[src/rtl/pa_fpu.sv]
// Shared fpu definitions: the operation encoding understood by the fpu core.
package pa_fpu;

  typedef enum logic [2:0] {
    op_add  = 3'd0,
    op_sub  = 3'd1,
    op_mul  = 3'd2,
    op_div  = 3'd3,
    op_sqrt = 3'd4
  } e_fpu_op;

endpackage

[src/rtl/fpu_arbiter.sv]
// fpu_arbiter: shares one fpu among NREQ requesters with round-robin arbitration.
// The winner's operands and op are latched and driven on the fpu start/cmd_end handshake.
// The fpu result is returned to the winner with a one-cycle done pulse. A watchdog aborts
// a command that never completes, returning a quiet NaN with an error pulse.
//
// Ports:
//   clk          system clock, rising edge
//   arst         asynchronous reset, active-low
//   req          per-requester request level, held until done[i]
//   req_a/req_b  per-requester operands, slice i = [32*i +: 32]
//   req_op       per-requester fpu operation
//   done         one-cycle pulse to the served requester
//   error        one-cycle pulse alongside done when the command timed out
//   result       result of the last completed command, valid while done != 0
//   fpu_start    to fpu .start
//   fpu_a/fpu_b  to fpu .a_operand / .b_operand
//   fpu_op       to fpu .operation
//   fpu_cmd_end  from fpu .cmd_end
//   fpu_busy     from fpu .busy
//   fpu_result   from fpu .ieee_packet_out
//   owner        index of the current/last granted requester
module fpu_arbiter #(
  parameter int unsigned NREQ    = 4,
  parameter int unsigned TIMEOUT = 1024
) (
  input  logic                       clk,
  input  logic                       arst,
  input  logic [NREQ-1:0]            req,
  input  logic [NREQ*32-1:0]         req_a,
  input  logic [NREQ*32-1:0]         req_b,
  input  pa_fpu::e_fpu_op            req_op [NREQ],
  output logic [NREQ-1:0]            done,
  output logic [NREQ-1:0]            error,
  output logic [31:0]                result,
  output logic                       fpu_start,
  output logic [31:0]                fpu_a,
  output logic [31:0]                fpu_b,
  output pa_fpu::e_fpu_op            fpu_op,
  input  logic                       fpu_cmd_end,
  input  logic                       fpu_busy,
  input  logic [31:0]                fpu_result,
  output logic [$clog2(NREQ)-1:0]    owner
);

  localparam int unsigned IdxW = $clog2(NREQ);
  localparam int unsigned WdW  = $clog2(TIMEOUT);
  localparam logic [31:0] QNaN = 32'h7FC0_0000;

  typedef enum logic [1:0] {StIdle, StIssue, StWait, StDone} state_e;

  state_e              state_q, state_d;
  logic [IdxW-1:0]     rr_q, rr_d;
  logic [IdxW-1:0]     owner_q, owner_d;
  logic [WdW-1:0]      wd_q, wd_d;
  logic [31:0]         fpu_a_q, fpu_a_d;
  logic [31:0]         fpu_b_q, fpu_b_d;
  pa_fpu::e_fpu_op     fpu_op_q, fpu_op_d;
  logic                fpu_start_q, fpu_start_d;
  logic [31:0]         result_q, result_d;
  logic [NREQ-1:0]     done_q, done_d;
  logic [NREQ-1:0]     error_q, error_d;

  logic [31:0]         a_arr [NREQ];
  logic [31:0]         b_arr [NREQ];
  logic                gnt_valid;
  logic [IdxW-1:0]     gnt_idx;
  logic [IdxW:0]       cand;
  logic [NREQ-1:0]     owner_oh;

  for (genvar g = 0; g < NREQ; g++) begin : g_unpack
    assign a_arr[g] = req_a[32*g +: 32];
    assign b_arr[g] = req_b[32*g +: 32];
  end

  // First requester at or after the rr pointer, wrapping past NREQ-1.
  always_comb begin
    gnt_valid = 1'b0;
    gnt_idx   = '0;
    cand      = '0;
    for (int unsigned k = 0; k < NREQ; k++) begin
      cand = {1'b0, rr_q} + (IdxW+1)'(k);
      if (cand >= (IdxW+1)'(NREQ)) begin
        cand = cand - (IdxW+1)'(NREQ);
      end
      if (!gnt_valid && req[cand[IdxW-1:0]]) begin
        gnt_valid = 1'b1;
        gnt_idx   = cand[IdxW-1:0];
      end
    end
  end

  assign owner_oh = {{(NREQ-1){1'b0}}, 1'b1} << owner_q;

  always_comb begin
    state_d     = state_q;
    rr_d        = rr_q;
    owner_d     = owner_q;
    wd_d        = wd_q;
    fpu_a_d     = fpu_a_q;
    fpu_b_d     = fpu_b_q;
    fpu_op_d    = fpu_op_q;
    fpu_start_d = fpu_start_q;
    result_d    = result_q;
    done_d      = '0;
    error_d     = '0;

    unique case (state_q)
      StIdle: begin
        if (gnt_valid && !fpu_busy) begin
          // Latch the winner's command so requester changes cannot disturb it.
          owner_d     = gnt_idx;
          fpu_a_d     = a_arr[gnt_idx];
          fpu_b_d     = b_arr[gnt_idx];
          fpu_op_d    = req_op[gnt_idx];
          fpu_start_d = 1'b1;
          state_d     = StIssue;
        end
      end
      StIssue: begin
        wd_d    = '0;
        state_d = StWait;
      end
      StWait: begin
        if (fpu_cmd_end) begin
          result_d    = fpu_result;
          fpu_start_d = 1'b0;
          done_d      = owner_oh;
          state_d     = StDone;
        end else if (wd_q == WdW'(TIMEOUT - 1)) begin
          result_d    = QNaN;
          fpu_start_d = 1'b0;
          done_d      = owner_oh;
          error_d     = owner_oh;
          state_d     = StDone;
        end else begin
          wd_d = wd_q + 1'b1;
        end
      end
      StDone: begin
        if (owner_q == IdxW'(NREQ - 1)) begin
          rr_d = '0;
        end else begin
          rr_d = owner_q + 1'b1;
        end
        state_d = StIdle;
      end
      default: state_d = StIdle;
    endcase
  end

  always_ff @(posedge clk or negedge arst) begin
    if (!arst) begin
      state_q     <= StIdle;
      rr_q        <= '0;
      owner_q     <= '0;
      wd_q        <= '0;
      fpu_a_q     <= '0;
      fpu_b_q     <= '0;
      fpu_op_q    <= pa_fpu::op_add;
      fpu_start_q <= 1'b0;
      result_q    <= '0;
      done_q      <= '0;
      error_q     <= '0;
    end else begin
      state_q     <= state_d;
      rr_q        <= rr_d;
      owner_q     <= owner_d;
      wd_q        <= wd_d;
      fpu_a_q     <= fpu_a_d;
      fpu_b_q     <= fpu_b_d;
      fpu_op_q    <= fpu_op_d;
      fpu_start_q <= fpu_start_d;
      result_q    <= result_d;
      done_q      <= done_d;
      error_q     <= error_d;
    end
  end

  assign done      = done_q;
  assign error     = error_q;
  assign result    = result_q;
  assign fpu_start = fpu_start_q;
  assign fpu_a     = fpu_a_q;
  assign fpu_b     = fpu_b_q;
  assign fpu_op    = fpu_op_q;
  assign owner     = owner_q;

endmodule
[config.mk]
export PLATFORM = sky130hd
export DESIGN_NAME = fpu_arbiter
export DESIGN_NICKNAME = d
export VERILOG_FILES = /design/src/rtl/pa_fpu.sv /design/src/rtl/fpu_arbiter.sv
export SDC_FILE = /design/constraint.sdc
export NUM_CORES = 1
export LEC_CHECK = 0
export BUFFER_PORTS_ARGS = -buffer_cell sky130_fd_sc_hd__buf_2
export CAP_MARGIN = 20
export CORE_AREA = 2 2 161 163
export CTS_BUF_LIST = sky130_fd_sc_hd__clkbuf_4
export CTS_CLUSTER_SIZE = 24
export DETAILED_ROUTE_END_ITERATION = 10
export DIE_AREA = 0 0 163 165
export PLACE_DENSITY = 0.6
export SLEW_MARGIN = 20
export SYNTH_ARGS = -nofsm -noshare
export SYNTH_HDL_FRONTEND = slang
export SYNTH_SLANG_ARGS = --single-unit
[constraint.sdc]
create_clock -name clk -period 3.4 [get_ports clk]
set_input_delay 0.34 -clock clk [delete_from_list [all_inputs] [get_ports clk]]
set_output_delay 0.34 -clock clk [all_outputs]
set_load 0.01 [all_outputs]
==> results of run 1 <==
-- power by group through the flow --
stage | Sequential (mW) | Combinational [mW] | Clock [mW]
final | 2.44 | 3.26 | 0.983
after global routing | 2.52 | 3.58 | 1.12
after CTS | 2.44 | 3.32 | 1.05
after detailed placement | 2.45 | 3.30 | 0
after global placement | 2.46 | 3.22 | 0
after floorplan | 2.69 | 1.75 | 0
-- cell families (layout without fill, tap and decap cells) --
group                    after synthesis  count (layout)  synth area share
flip-flops                           124             124             0.481
multiplexers                         139             139             0.216
AO/OA/AOI/OAI                        125             125             0.158
buffers and inverters                 51             494            0.0355
adder cells (fa/ha/maj)               10              10            0.0194
other                                  0               1                 0
XOR/XNOR                               4               4           0.00543
AND/OR/NAND/NOR                      120             120            0.0849
-- sequential cells by signal, indices dropped and copies added, names as in the netlist --
name,count
wd_q,10
done,4
result,32
owner,2
fpu_a,32
error,4
state_q,2
fpu_start,1
fpu_b,32
rr_q,2
fpu_op,3
-- routing by layer --
| layer | part of all wire | GRT usage |
|---|---|---|
| met5 | 0 | 0 |
| met4 | 0.0086 | 0.0358 |
| met3 | 0.067 | 0.0374 |
| met2 | 0.53 | 0.277 |
| met1 | 0.40 | 0.183 |
-- worst register-to-register path, cell delays in order (launching register included) --
cell	delay, ns
dfrtp_1	0.43
inv_1	0.13
ha_1	0.23
or3b_2	0.47
or3_2	0.80
buf_12	0.33
o221ai_1	0.25
-- layout make-up --
class / instances / area (µm²)
tap: 330 / 413
antenna: 1 / 2.50
clock buffer: 18 / 135
clock inverter: 14 / 121
multi-input combinational: 398 / 3160
timing repair buffer: 457 / 2540
fill: 2533 / 15500
sequential: 124 / 3100
inverter: 5 / 18.8
-- path summary, 6_finish.rpt --
check                            from    endpoint  slack (ns)  depth (start not counted)
setup / recovery           state_q[0]   fpu_a[18]        0.68                          6
hold / removal              req_a[30]   fpu_a[30]        0.12                          3
setup reg to reg           state_q[0]   fpu_a[18]        0.68                          6
hold reg to reg             fpu_a[28]   fpu_a[28]        0.49                          2
max in group asynchronous        arst   fpu_a[20]        2.29                          3
min in group asynchronous        arst  result[16]        0.30                          2
-- stage by stage --
stage | cells | hold slack [ns]
6_report | 1347 | 0.121
5_1_grt | 1347 | 0.0570
4_1_cts | 1346 | 0.0489
3_5_place_dp | 1281 | 0.324
3_3_place_gp | 1281 | 0.327
2_1_floorplan | 573 | 0.0444
-- what timing repair did --
action	in CTS	in global routing
buffers inserted	0	0
endpoints found under the hold margin	85	0
hold buffers	33	0
-- layout by cell type (no fill, tap or decap), types with 10 or more instances in the layout --
cell and count:
o221ai_1 67, dlygate4sd3_1 33, buf_2 416, a22o_1 24
and2_1 10, nand2_1 76, o21ai_0 13, clkbuf_4 18
mux2i_1 136, dfrtp_1 124, ha_1 10
==> results.toml, run 1 <==
[place]
place_area_um2 = 8900
preCtsSetupSlack_ns = 0.681
hpwlAfterDp_um = 16400
portBuffers = 417
gp_routability_congestion = 0.746

[cells_and_area]
area_growth_pct = 47.0
design_area_um2 = 9490
final_core_util = 0.379
nets = 1321
layout-drive-gt1-share = 0.459

[timing]
fmax_mhz = 367
rsz0062_at_grt = "no"
slew_viol_final = 0
tightest_slew_ns = 0.958
setup-tns-final_ns = 0
fin_skew_ns = 0.0205
fin_ws_ns = 0.679
slew_headroom = 0.362
period_minus_slack_ns = 2.72
finalHoldViolCount = 0
finalSetupViolCount = 0
fin_crit_sh = 0.800

[power_and_ir_drop]
pwr-share-seq = 0.365
power_frac_clock = 0.147
pwr-share-comb = 0.488
vdd_ir_drop_max_mv = 0.356
power.internal_mw = 3.97
switching_share = 0.406
p_leak_nw = 5.04
powerDensity_nw_per_um2 = 704
p_total_mw = 6.68
p_sw_mw = 2.72

[clocking]
path_clk_slew_ns = 0.12
numCtsBuffers = 17
cts_sinks = 124
cts_root_buf = "clkbuf_4"
cts_tree = "done"
cts_buffer_depth = 2
clock_latency_ns = 0.53
htree_levels = 4
cts_resized = 0

[synthesis]
synth_edf_count = 0
synth_top_area_frac = 0.481
ys_seq_area_frac = 0.481
synth.avg_cell_area_um2 = 11.3
ys.flop_type = "dfrtp_1"
synthCells = 573
synthesis.area_um2 = 6460
synth_nets = 891
synth_largest_area_cell = "dfrtp_1"
synthTopCellsByCount = "mux2i_1 (136), dfrtp_1 (124), nand2_1 (76)"
yosys-top-cells-area = "dfrtp_1 (48%), mux2i_1 (21%), o221ai_1 (9.1%)"
ys_ff_latch = 124
yosys_warnings = 0
synthArstFlopShare = 1.00
synth.distinct_cells = 38
synth.most_common_cell = "mux2i_1"

[floorplan]
io_pins = 418
die-height_um = 165
rows = 58
die_x_um = 163
dieArea_um2 = 26900
core_um2 = 25000
start_util = 0.258

[grt]
first_global_vias = 6065
grtUsageTotal = 0.153
antenna_found_initial = 1
grt_pass1_wl_um = 31800
grt_overflow = 0
grt_max_degree = 72

[worst_setup_path]
critPathMaxStageDelay_ns = 0.80
cp_slowest_cell = "or3_2"
crit_buf_inv = 2
required_ns = 3.84
critPathCaptureType = "flop"
worstPathCellList = "inv_1 > ha_1 > or3b_2 > or3_2 > buf_12 > o221ai_1"
critPathLaunchType = "flop"
crit_family = "simple AND/OR/NAND/NOR gates"
critPathArrivalTime_ns = 3.16
timing_worst_setup_path_type = "reg -> reg"
cp_max_fo = 37

[route]
wirelength_um = 21700
post_drt_wl_per_cell_um = 16.1
ant_nets = 0
route.vias.total = 6295
drc_errors = 0
via_per_inst = 4.67
drtPass1Iterations = 4
drt_iter0_drc = 217

[worst_hold_path]
min_path_type = "in -> reg"

[outcome]
status = "complete, no violations"

[flow_run]
drv_cap = 0
Power figures use the tool's default switching activity.
==> run 2, diff against run 1 <==
ABC_AREA = 1   (was not set)
CORE_AREA = 2 2 162 164   (was 2 2 161 163)
DIE_AREA = 0 0 164 166   (was 0 0 163 165)
PLACE_DENSITY = 0.68   (was 0.6)
clock period = 2.3 ns   (was 3.4 ns; I/O delays follow)
==> results.toml, run 2 <==
[outcome]
status = "complete, no violations"

[power_and_ir_drop]
vdd_ir_drop_max_mv = 0.919
p_leak_nw = 7.28
p_total_mw = 17.3
powerDensity_nw_per_um2 = 1370

[flow_run]
drv_cap = 0

[synthesis]
ys_seq_area_frac = 0.396
synth_largest_area_cell = "dfrtp_1"
synth.most_common_cell = "nand2_1"
ys_ff_latch = 124
ys.flop_type = "dfrtp_1"
yosys_warnings = 0
yosys-top-cells-area = "dfrtp_1 (40%), nand2_1 (20%), inv_1 (10%)"
synth_edf_count = 0
synthesis.area_um2 = 7840
synth.avg_cell_area_um2 = 6.79
synthArstFlopShare = 1.00
synth_nets = 1474
synthCells = 1156
synthTopCellsByCount = "nand2_1 (412), inv_1 (210), dfrtp_1 (124)"
synth_top_area_frac = 0.396
synth.distinct_cells = 32

[worst_setup_path]
timing_worst_setup_path_type = "reg -> reg"
required_ns = 2.70
crit_start = "rr_q[0]"
cp_max_fo = 19
critPathArrivalTime_ns = 2.59
critPathLaunchType = "flop"
r2r_start = "rr_q[0]"
critPathCaptureType = "flop"

[timing]
fin_crit_sh = 0.953
slew_headroom = 0.516
fin_skew_ns = 0.0219
slew_viol_final = 0
rsz0062_at_grt = "yes"
finalSetupViolCount = 0
tightest_slew_ns = 0.725
fmax_mhz = 456
period_minus_slack_ns = 2.19
hold_slack_ns = 0.0624
finalHoldViolCount = 0

[worst_hold_path]
min_path_type = "in -> reg"
hold_path_startpoint = "req_b[54]"

[route]
drtPass1Iterations = 5
route.vias.total = 9814
drt_iter0_drc = 483
via_per_inst = 4.69
drc_errors = 0
ant_nets = 0
wirelength_um = 31600
post_drt_wl_per_cell_um = 15.1

[clocking]
numCtsBuffers = 17
path_clk_slew_ns = 0.13
htree_levels = 4
cts_buffer_depth = 2
cts_root_buf = "clkbuf_4"
clock_latency_ns = 0.53
cts_sinks = 124
cts_tree = "done"

[grt]
grt_max_degree = 61
grt_pass1_wl_um = 46800
first_global_vias = 9699
antenna_found_initial = 5
grtUsageTotal = 0.216
grt_overflow = 0

[floorplan]
dieArea_um2 = 27200
io_pins = 418
rows = 59
die-height_um = 166
core_um2 = 25600
die_x_um = 164
start_util = 0.306

[place]
hpwlAfterDp_um = 20800
portBuffers = 417
gp_routability_congestion = 0.880
place_inst = 1882

[cells_and_area]
nets = 2060
layout-drive-gt1-share = 0.301
area_growth_pct = 61.1
final_cell_mix = "buf_2 (416), nand2_1 (408), inv_1 (210), dlygate4sd3_1 (161), dfrtp_1 (122)"
final_common_cell = "buf_2"
layout.cells.non_filler = 2094
[run 2: cell types whose count changed in the layout (fill, tap and decap cells not counted), moves of 47 or more]
cell           delta
nand2_1         +332
o21ai_1          +47
nand3_1          +95
mux2i_1         -136
o221ai_1         -67
dlygate4sd3_1   +128
inv_1           +205
[run 2: cell families (layout without fill, tap and decap cells)]
family / count (synthesis) / count (layout) / synth area share
flops: 124 / 124 / 0.396
fa+ha+maj: 10 / 10 / 0.0160
buf+inv: 281 / 880 / 0.151
simple gates: 595 / 595 / 0.325
other cells: 0 / 4 / 0
xor+xnor: 3 / 3 / 0.00335
compound gates: 143 / 143 / 0.109
[run 2: path summary, 6_finish.rpt]
| check | to | cells after the start | slack [ns] |
|---|---|---|---|
| min in group asynchronous | fpu_b[17] | 2 | 0.12 |
| max in group asynchronous | wd_q[6] | 3 | 1.46 |
| hold reg to reg | fpu_a[24] | 2 | 0.49 |
| setup reg to reg | fpu_b[7] | 14 | 0.11 |
| setup / recovery | fpu_b[7] | 14 | 0.11 |
| hold / removal | fpu_b[22] | 5 | 0.06 |
[run 2: what timing repair did]
action,4_1_cts,5_1_grt
buffers inserted,0,10
gates cloned,0,5
gates resized for setup,1,21
pin swaps,0,2
hold buffers,161,0
endpoints found under the setup margin,6,76
endpoints found under the hold margin,199,0
[run 2: metal layers]
layer / track usage / share of wire
met1: 0.240 / 0.40
met2: 0.384 / 0.49
met3: 0.0509 / 0.070
met4: 0.104 / 0.040
met5: 0 / 0.00054
[run 2: area by class of cell]
| type | instances | area [µm²] |
|---|---|---|
| clock inverters | 15 | 201 |
| flip-flops and latches | 124 | 3110 |
| clock buffers | 17 | 128 |
| repair buffers | 634 | 4370 |
| multi-input cells | 751 | 3590 |
| inverters | 214 | 811 |
| well taps | 335 | 419 |
| fillers | 2462 | 13000 |
| diodes | 4 | 10.0 |
[run 2: through the flow]
| step | worst slack, ns | area, µm² | setup TNS [ns] | utilization |
|---|---|---|---|---|
| 4_1_cts | 0.0433 | 12400 | 0 | 0.483 |
| 2_1_floorplan | 0.375 | 7840 | 0 | - |
| 5_1_grt | -0.108 | 12600 | -1.57 | 0.493 |
| 3_5_place_dp | 0.0182 | 10400 | 0 | 0.408 |
| 6_report | 0.107 | 12600 | 0 | 0.493 |
| 3_3_place_gp | 0.0279 | 10400 | 0 | 0.408 |
[run 2: power breakdown]
group | leakage [nW] | internal [mW] | switching [mW] | total, mW
Sequential | 1.56 | 3.09 | 0.556 | 3.65
Clock | 0.174 | 0.800 | 1.02 | 1.82
Combinational | 5.54 | 4.91 | 6.95 | 11.9
Total | 7.28 | 8.81 | 8.52 | 17.3
[run 2: critical path: stages (launching register included)]
cell,delay (ns)
dfrtp_2,0.46
buf_4,0.14
nand2_1,0.06
nand3_1,0.13
nand2_2,0.10
inv_1,0.10
nand2_1,0.07
nand2_2,0.12
nand3_4,0.21
buf_4,0.23
clkbuf_16,0.17
nand2_1,0.06
o21ai_0,0.08
nand2_1,0.08
nand3_1,0.08
==> run 3, diff against run 2 <==
--- a/config.mk
+++ b/config.mk
@@ -11,3 +11,3 @@
 export CORE_AREA = 2 2 162 164
-export CTS_BUF_LIST = sky130_fd_sc_hd__clkbuf_4
+export CTS_BUF_LIST = sky130_fd_sc_hd__clkbuf_4 sky130_fd_sc_hd__clkbuf_8 sky130_fd_sc_hd__clkbuf_16
 export CTS_CLUSTER_SIZE = 24
==> constraint.sdc (replaced) <==
create_clock -name clk -period 2.3 [get_ports clk]
set_input_delay 0 -clock clk [delete_from_list [all_inputs] [get_ports clk]]
set_output_delay 0 -clock clk [all_outputs]
set_load 0.01 [all_outputs]
==> results.toml, run 3 (same netlist as run 2, synthesis figures left out) <==
[timing]
fin_crit_sh = 0.940
finalSetupViolCount = 0
tightest_slew_ns = 0.775
period_minus_slack_ns = 2.16
finalHoldViolCount = 0
fin_skew_ns = 0.0135
rsz0062_at_grt = "yes"
slew_viol_final = 0
fmax_mhz = 462
slew_headroom = 0.483

[worst_hold_path]
min_path_type = "in -> reg"
hold_path_depth = 5

[worst_setup_path]
critPathArrivalTime_ns = 2.46
required_ns = 2.60
crit_start = "rr_q[0]"
r2r_start = "rr_q[0]"
cp-endpoint = "fpu_b[25]"
cp_max_fo = 23
critPathCaptureType = "flop"
rrSetupSlack_ns = 0.14
timing_worst_setup_path_type = "reg -> reg"
rr_worst_depth = 15
critPathLaunchType = "flop"
r2r_end = "fpu_b[25]"

[floorplan]
start_util = 0.306
rows = 59
die-height_um = 166
die_x_um = 164
dieArea_um2 = 27200
core_um2 = 25600
io_pins = 418

[flow_run]
drv_cap = 0

[power_and_ir_drop]
p_total_mw = 18.8
p_leak_nw = 7.68
vdd_ir_drop_max_mv = 0.841
powerDensity_nw_per_um2 = 1380

[route]
wirelength_um = 33900
via_per_inst = 4.80
route.vias.total = 10300
drtPass1Iterations = 5
ant_nets = 0
drc_errors = 0
drt_iter0_drc = 596
post_drt_wl_per_cell_um = 15.7

[outcome]
status = "complete, no violations"

[clocking]
cts_buffer_depth = 2
cts_sinks = 124
path_clk_slew_ns = 0.06
cts_root_buf = "clkbuf_16"
clock_latency_ns = 0.42
htree_levels = 4
cts_tree = "done"
numCtsBuffers = 17

[grt]
grtUsageMet3 = 0.0624
antenna_found_initial = 3
grt.met1_usage = 0.265
grt_util_met2 = 0.395
grt_overflow = 0
grt_pass1_wl_um = 50100
busiest_layer = "met2"
grtUsageTotal = 0.232
grt_max_degree = 79
first_global_vias = 10100

[cells_and_area]
layout.cells.non_filler = 2156
final_cell_mix = "buf_2 (416), nand2_1 (408), dlygate4sd3_1 (229), inv_1 (210), dfrtp_1 (123)"
nets = 2123
area_growth_pct = 73.7
final_common_cell = "buf_2"
layout-drive-gt1-share = 0.288

[place]
place_inst = 1878
portBuffers = 417
gp_routability_congestion = 0.870
hpwlAfterDp_um = 20600
## run 3: cell count changes in the layout (fill, tap and decap cells not counted), sizes merged
cell / before / now
bufinv: 3 / 2
clkinvlp: 1 / 3
clkbuf: 22 / 25
diode: 4 / 3
clkinv: 5 / 3
buf: 468 / 461
dlygate4sd3: 161 / 229
## run 3: report_power, final
part | internal (mW) | total (mW) | switching, mW
Clock | 1.65 | 2.75 | 1.11
Combinational | 5.14 | 12.4 | 7.22
Sequential | 3.11 | 3.69 | 0.584
Total | 9.89 | 18.8 | 8.92
## run 3: per-layer routing
| metal | part of all wire | routed length (µm) | vias to the layer above |
|---|---|---|---|
| met5 | 0 | 0 | - |
| met4 | 0.050 | 1710 | 0 |
| met3 | 0.085 | 2890 | 122 |
| met2 | 0.48 | 16100 | 585 |
| met1 | 0.39 | 13200 | 4710 |
| li1 | - | - | 4928 |
## run 3: final cells by class
cell class,count,area [µm²]
Antenna cell,3,7.51
Clock buffer,18,439
Clock inverter,14,154
Fill cell,2287,12000
Inverter,214,813
Multi-Input combinational cell,751,3600
Sequential cell,124,3100
Tap cell,335,419
Timing Repair Buffer,697,5090
## run 3: critical path, stage by stage, from the launching register on
cell and delay, ns:
dfrtp_2 0.45, buf_4 0.16, nand2_1 0.07, nand2_2 0.09, nand2_1 0.07, nand2_1 0.06, nand2_1 0.08, nand2_1 0.07
nand2_2 0.12, nand3_4 0.16, buf_12 0.20, buf_4 0.18, nand2_2 0.10, o21ai_0 0.09, nand2_1 0.07, nand3_1 0.07
## run 3: worst min-delay path by stage
stage | start | endpoint | slack, ns
after global routing | req_a[57] | fpu_a[25] | 0.003
final | req_op[1] | fpu_op[1] | 0.001
after global placement | arst | fpu_b[21] | 0.06
after detailed placement | arst | fpu_b[23] | 0.07
after floorplan | arst | done[0] | -0.30
after CTS | req_b[67] | fpu_b[3] | 0.002
## run 3: through the flow
step | util | TNS [ns] | cell area [µm²] | worst slack [ns] | hold slack, ns
3_3_place_gp | 0.406 | -0.294 | 10400 | -0.0209 | 0.0642
4_1_cts | 0.519 | 0 | 13300 | 0.0276 | 0.00209
5_1_grt | 0.532 | -0.186 | 13600 | -0.0319 | 0.00332
2_1_floorplan | - | 0 | 7840 | 0.375 | -0.296
3_5_place_dp | 0.406 | -2.10 | 10400 | -0.0993 | 0.0693
6_report | 0.532 | 0 | 13600 | 0.138 | 0.00102
## run 3: repair_timing
action	in CTS	in global routing
setup buffers	0	7
hold buffers	228	1
gates resized for setup	2	23
setup endpoints to repair	45	68
pin swaps	0	3
gates cloned	0	7
endpoints found under the hold margin	176	1
